### src/rtl/imm_ext_pkg.sv
// Shared types and field geometry for the LEGv8 immediate extractor.
// Field LSB/MSB positions are instruction-word bit indices.
package imm_ext_pkg;

    typedef enum logic [2:0] {
        D_SEXT9   = 3'd0,
        I_ZEXT12  = 3'd1,
        CB_SEXT19 = 3'd2,
        B_SEXT26  = 3'd3,
        IW_MOVZ   = 3'd4
    } imm_mode_t;

    localparam int D_LSB     = 12;
    localparam int D_MSB     = 20;
    localparam int I_LSB     = 10;
    localparam int I_MSB     = 21;
    localparam int CB_LSB    = 5;
    localparam int CB_MSB    = 23;
    localparam int B_LSB     = 0;
    localparam int B_MSB     = 25;
    localparam int IW_LSB    = 5;
    localparam int IW_MSB    = 20;
    localparam int IW_HW_LSB = 21;
    localparam int IW_HW_MSB = 22;

    localparam int D_W  = D_MSB - D_LSB + 1;
    localparam int I_W  = I_MSB - I_LSB + 1;
    localparam int CB_W = CB_MSB - CB_LSB + 1;
    localparam int B_W  = B_MSB - B_LSB + 1;
    localparam int IW_W = IW_MSB - IW_LSB + 1;

    localparam int BR_SHAMT     = 2;
    localparam int MOVZ_HW_STEP = 16;

endpackage

### src/rtl/sign_ext_param.sv
// Combinational field widener: replicates the field MSB (or zero) into
// the upper OUT_W-IN_W bits. Requires IN_W < OUT_W.
module sign_ext_param #(
    parameter int IN_W   = 9,
    parameter int OUT_W  = 64,
    parameter bit SIGNED = 1'b1
) (
    input  logic [IN_W-1:0]  fieldIn,
    output logic [OUT_W-1:0] extOut
);

    logic fillBit;

    assign fillBit = SIGNED ? fieldIn[IN_W-1] : 1'b0;
    assign extOut  = {{(OUT_W - IN_W){fillBit}}, fieldIn};

endmodule

### src/rtl/imm_extend_pipe.sv
// Pipelined immediate extractor/extender with a two-entry skid stage.
// Extension happens combinationally ahead of the main/skid registers.
module imm_extend_pipe
    import imm_ext_pkg::*;
#(
    parameter int DATA_W   = 64,
    parameter int TAG_W    = 6,
    parameter int BR_SCALE = 1
) (
    input  logic              clk,
    input  logic              reset,
    input  logic              flush,
    input  logic              in_valid,
    output logic              in_ready,
    input  logic [31:0]       in_instr,
    input  logic [2:0]        in_mode,
    input  logic [TAG_W-1:0]  in_tag,
    output logic              out_valid,
    input  logic              out_ready,
    output logic [DATA_W-1:0] out_imm,
    output logic              out_err,
    output logic [TAG_W-1:0]  out_tag
);

    localparam int BR_LSH = (BR_SCALE != 0) ? BR_SHAMT : 0;

    logic [DATA_W-1:0] dExt;
    logic [DATA_W-1:0] iExt;
    logic [DATA_W-1:0] cbExt;
    logic [DATA_W-1:0] bExt;
    logic [DATA_W-1:0] movzExt;
    logic [DATA_W-1:0] cbScaled;
    logic [DATA_W-1:0] bScaled;
    logic [DATA_W-1:0] movzShifted;
    logic [1:0]        movzHw;
    logic              movzHwIllegal;
    logic [DATA_W-1:0] newImm;
    logic              newErr;
    logic              unusedInstrHi;

    sign_ext_param #(.IN_W(D_W), .OUT_W(DATA_W), .SIGNED(1'b1)) uDExt (
        .fieldIn (in_instr[D_MSB:D_LSB]),
        .extOut  (dExt)
    );

    sign_ext_param #(.IN_W(I_W), .OUT_W(DATA_W), .SIGNED(1'b0)) uIExt (
        .fieldIn (in_instr[I_MSB:I_LSB]),
        .extOut  (iExt)
    );

    sign_ext_param #(.IN_W(CB_W), .OUT_W(DATA_W), .SIGNED(1'b1)) uCbExt (
        .fieldIn (in_instr[CB_MSB:CB_LSB]),
        .extOut  (cbExt)
    );

    sign_ext_param #(.IN_W(B_W), .OUT_W(DATA_W), .SIGNED(1'b1)) uBExt (
        .fieldIn (in_instr[B_MSB:B_LSB]),
        .extOut  (bExt)
    );

    sign_ext_param #(.IN_W(IW_W), .OUT_W(DATA_W), .SIGNED(1'b0)) uMovzExt (
        .fieldIn (in_instr[IW_MSB:IW_LSB]),
        .extOut  (movzExt)
    );

    // Scaling after extension keeps the sign; bits pushed past DATA_W are lost.
    assign cbScaled    = cbExt << BR_LSH;
    assign bScaled     = bExt << BR_LSH;
    assign movzHw      = in_instr[IW_HW_MSB:IW_HW_LSB];
    assign movzShifted = movzExt << (MOVZ_HW_STEP * movzHw);

    // A 32-bit datapath only has half-word slots 0 and 1.
    assign movzHwIllegal = (DATA_W == 32) && movzHw[1];

    // Opcode bits above the widest field carry no immediate information.
    assign unusedInstrHi = ^in_instr[31:26];

    always_comb begin
        newImm = '0;
        newErr = 1'b1;
        case (in_mode)
            D_SEXT9: begin
                newImm = dExt;
                newErr = 1'b0;
            end
            I_ZEXT12: begin
                newImm = iExt;
                newErr = 1'b0;
            end
            CB_SEXT19: begin
                newImm = cbScaled;
                newErr = 1'b0;
            end
            B_SEXT26: begin
                newImm = bScaled;
                newErr = 1'b0;
            end
            IW_MOVZ: begin
                if (!movzHwIllegal) begin
                    newImm = movzShifted;
                    newErr = 1'b0;
                end
            end
            default: begin
                newImm = '0;
                newErr = 1'b1;
            end
        endcase
    end

    // Handshake: a beat transfers on any rising edge where valid && ready
    // are both high (and neither reset nor flush is asserted); out_valid
    // and its payload stay put until out_ready, and in_ready is a pure
    // register output so it never depends on out_ready in the same cycle.
    logic              mainValid;
    logic [DATA_W-1:0] mainImm;
    logic              mainErr;
    logic [TAG_W-1:0]  mainTag;
    logic              skidValid;
    logic [DATA_W-1:0] skidImm;
    logic              skidErr;
    logic [TAG_W-1:0]  skidTag;
    logic              accept;
    logic              drain;

    assign in_ready  = !skidValid;
    assign accept    = in_valid && in_ready;
    assign drain     = mainValid && out_ready;

    assign out_valid = mainValid;
    assign out_imm   = mainImm;
    assign out_err   = mainErr;
    assign out_tag   = mainTag;

    always_ff @(posedge clk) begin
        if (reset) begin
            mainValid <= 1'b0;
            mainImm   <= '0;
            mainErr   <= 1'b0;
            mainTag   <= '0;
            skidValid <= 1'b0;
            skidImm   <= '0;
            skidErr   <= 1'b0;
            skidTag   <= '0;
        end else if (flush) begin
            mainValid <= 1'b0;
            skidValid <= 1'b0;
        end else if (drain) begin
            // skidValid implies in_ready was low, so no accept competes here.
            if (skidValid) begin
                mainImm   <= skidImm;
                mainErr   <= skidErr;
                mainTag   <= skidTag;
                skidValid <= 1'b0;
            end else if (accept) begin
                mainImm <= newImm;
                mainErr <= newErr;
                mainTag <= in_tag;
            end else begin
                mainValid <= 1'b0;
            end
        end else if (!mainValid) begin
            if (accept) begin
                mainValid <= 1'b1;
                mainImm   <= newImm;
                mainErr   <= newErr;
                mainTag   <= in_tag;
            end
        end else if (accept) begin
            skidValid <= 1'b1;
            skidImm   <= newImm;
            skidErr   <= newErr;
            skidTag   <= in_tag;
        end
    end

endmodule
### config.mk
export PLATFORM = sky130hd
export DESIGN_NAME = imm_extend_pipe
export DESIGN_NICKNAME = d
export VERILOG_FILES = /design/src/rtl/imm_ext_pkg.sv /design/src/rtl/sign_ext_param.sv /design/src/rtl/imm_extend_pipe.sv
export SDC_FILE = /design/constraint.sdc
export NUM_CORES = 1
export LEC_CHECK = 0
export ABC_AREA = 1
export BUFFER_PORTS_ARGS = -buffer_cell sky130_fd_sc_hd__buf_2
export CELL_PAD_IN_SITES_DETAIL_PLACEMENT = 2
export CELL_PAD_IN_SITES_GLOBAL_PLACEMENT = 2
export CORE_MARGIN = 4
export CORE_UTILIZATION = 30
export CTS_BUF_LIST = sky130_fd_sc_hd__clkbuf_4
export DETAILED_ROUTE_END_ITERATION = 8
export PLACE_DENSITY_LB_ADDON = 0.1
export SYNTH_ARGS = -nofsm -noshare
export SYNTH_HDL_FRONTEND = slang
export SYNTH_SLANG_ARGS = --single-unit
### constraint.sdc
create_clock -name clk -period 1.5 [get_ports clk]
set_input_delay 0.075 -clock clk [delete_from_list [all_inputs] [get_ports clk]]
set_output_delay 0.075 -clock clk [all_outputs]
set_load 0.01 [all_outputs]
==> results.json <==
{
  "outcome": "finished, violations left",
  "violations": "setup timing",
  "cts_tree": "built",
  "ios": 119,
  "cp_max_fo": 6,
  "syn_to_final_growth_pct": 26.7,
  "antenna_found_initial": 1,
  "yosysWarnings": 0,
  "maxSlewHeadroom": 0.541,
  "p_int_mw": 5.44,
  "worstSetupStartpointType": "register",
  "n_fill_cell": 3090,
  "reg2regPathDepth": 8,
  "fin_crit_sh": 1.03,
  "die_area_um2": 28100,
  "clkPwrFrac": 0.312,
  "initial_core_util": 0.305,
  "power.switching_mw": 2.87,
  "critPathBufInv": 3,
  "synth_area_per_cell_um2": 6.47,
  "p_comb_frac": 0.199,
  "setup_slack_ns": -0.0418,
  "synth_fp_nets": 1230,
  "final_hold_viol_count": 0,
  "die_h_um": 168,
  "placedInstanceArea_um2": 8940,
  "path_clk_slew_ns": 0.14,
  "ys_ff_latch": 144,
  "syn_inst": 1184,
  "vias_per_cell": 5.24,
  "switching_share": 0.345,
  "vias": 8740,
  "crit_family": "buffers and inverters",
  "peakVddDrop_mv": 0.494,
  "grt_pass1_vias": 8834,
  "cp-end-kind": "register",
  "track_usage": 0.221,
  "wl_per_cell_um": 20.2,
  "critPathMaxStageDelay_ns": 0.38,
  "cts.path.max_buffers": 2,
  "worst-path-stages": 8,
  "crit_arrival_ns": 2.06,
  "rows": 58,
  "fin_area_um2": 9700,
  "p_per_area_nw_per_um2": 857,
  "rsz0062_at_grt": "yes",
  "grt_max_degree": 68,
  "cts_made_buffers": 17,
  "p_leak_nw": 4.40,
  "clock-sinks": 144,
  "synth_cell_types": 31,
  "whs_ns": 0.0392,
  "final_util": 0.386,
  "fin_nets": 1370,
  "gp_congestion": 0.853,
  "path_cells": "nand2_1 > nor2_2 > inv_4 > a21oi_4 > buf_4 > buf_4 > o21ai_0 > nor2_1",
  "drc_errors": 0,
  "dieWidth_um": 168,
  "path_common_cell": "buf_4",
  "place_worst_setup_slack_ns": -0.108,
  "final-setup-viol-count": 8,
  "drv_slew": 0,
  "crit_type": "reg2reg",
  "hold_class": "in2reg",
  "h-tree-depth": 4,
  "worst_pin_slew_ns": 0.688,
  "worstPathRequired_ns": 2.01,
  "drt_iter0_markers": 412,
  "cp_slowest_cell": "dfxtp_2",
  "grt_pass1_wl_um": 49900,
  "drive_gt1_frac": 0.206,
  "hpwl_um": 21700,
  "syn-cell-area_um2": 7650,
  "timing.fmax_mhz": 649,
  "period_needed_ns": 1.54,
  "min_path_cells": 5,
  "overflow": 0,
  "cts-root-buf": "clkbuf_4",
  "drt_first_pass_iters": 6,
  "core_area_um2": 25100,
  "antenna_left": 0,
  "p_seq_frac": 0.489,
  "io_buffers": 112,
  "cap_violations": 0,
  "clk_latency_ns": 0.60,
  "wirelength_um": 33700,
  "clock_skew_ns": 0.0286,
  "synth.yosys.seq_area_share": 0.377
}
==> metal layers <==
metal,global-route usage,share of wire
met1,0.284,0.45
met2,0.391,0.51
met3,0.0359,0.031
met4,0.0427,0.0094
met5,0,0
==> metrics by stage <==
step | instances | total power, mW | TNS (ns)
final | 1668 | 8.31 | -0.155
after global routing | 1668 | 8.77 | -5.14
after CTS | 1654 | 8.35 | -0.0115
after detailed placement | 1603 | 5.70 | -0.440
after global placement | 1603 | 5.66 | -0.104
after floorplan | 1184 | 5.00 | 0
==> worst min-delay path, cell delays in order <==
cell and delay, ns:
buf_2 0.18, inv_1 0.10, o21ai_1 0.07, inv_1 0.07, a31oi_1 0.08
==> final timing paths <==
kind / start / to / slack, ns
worst max register to register: out_valid / out_err / -0.04
worst min-delay path: in_instr[18] / skidImm[15] / 0.04
worst min register to register: out_imm[52] / out_imm[52] / 0.49
worst max-delay path: out_valid / out_err / -0.04
==> layout by cell type, fill, tap and decap left out, types with 7 or more instances in the layout <==
cell           netlist  layout
nor3_1              12      12
dlygate4sd3_1        0      18
o211ai_1            31      31
buf_2               40     112
clkbuf_16            0       7
nor2_1             242     240
a21oi_1            104     104
nand3_1            118     118
or2_2               13      13
nand4_1             18      18
inv_1               61      60
buf_4                6      57
nand2_1            176     172
buf_12               0      15
o21ai_0            116     104
clkbuf_4             0      18
o21ai_1              7      19
dfxtp_1            144     142
inv_2               13      11
==> synth_stat cells <==
cell,n,area (µm²)
nor2_1,242,908
nand2_1,176,661
dfxtp_1,144,2880
nand3_1,118,591
o21ai_0,116,581
a21oi_1,104,521
inv_1,61,229
buf_2,40,200
clkbuf_1,40,150
o211ai_1,31,233
nand4_1,18,113
inv_2,13,48.8
or2_2,13,81.3
nor3_1,12,60.1
o21ai_1,7,35.0
a31oi_1,6,37.5
buf_1,6,22.5
buf_4,6,45.0
o22ai_1,6,37.5
nand3_2,4,40.0
nand3b_1,4,30.0
nor2_2,3,18.8
o21bai_1,3,22.5
buf_6,2,22.5
nand2_2,2,12.5
o21a_1,2,15.0
a211oi_1,1,7.51
a21oi_2,1,8.76
nand3_4,1,17.5
nand4_2,1,12.5
nor2_4,1,11.3
==> cells by family after synthesis <==
group,synth area share
flops,0.377
compound gates,0.196
simple gates,0.334
buf+inv,0.0938
==> power groups by stage <==
stage | registers, mW | clock network [mW] | logic [mW]
4_1_cts | 4.06 | 2.69 | 1.60
3_3_place_gp | 4.14 | 0 | 1.51
6_report | 4.06 | 2.59 | 1.65
2_1_floorplan | 4.19 | 0 | 0.811
5_1_grt | 4.09 | 2.85 | 1.82
3_5_place_dp | 4.14 | 0 | 1.55
==> state kept, by name (all words and copies together), names as in the netlist <==
register and flops:
out_imm 64, skidImm 64, out_tag 6, skidTag 6
out_err 1, out_valid 1, skidErr 1, skidValid 1
==> layout make-up <==
type	instances	area, µm²	share of cell area
multi-input cells	872	4100	0.423
flip-flops and latches	144	2890	0.297
repair buffers	214	1730	0.179
well taps	330	413	0.0426
inverters	74	295	0.0304
clock buffers	18	135	0.0139
clock inverters	14	129	0.0133
repair inverters	1	8.76	0.000903
diodes	1	2.50	0.000258
==> timing repair <==
item	4_1_cts	5_1_grt
setup buffers	1	5
hold buffers	18	0
pin swaps	0	4
setup endpoints to repair	30	130
endpoints found under the hold margin	43	0
gates cloned	0	8
resized for setup	4	31
No activity file was read; power rests on OpenSTA's default activity.
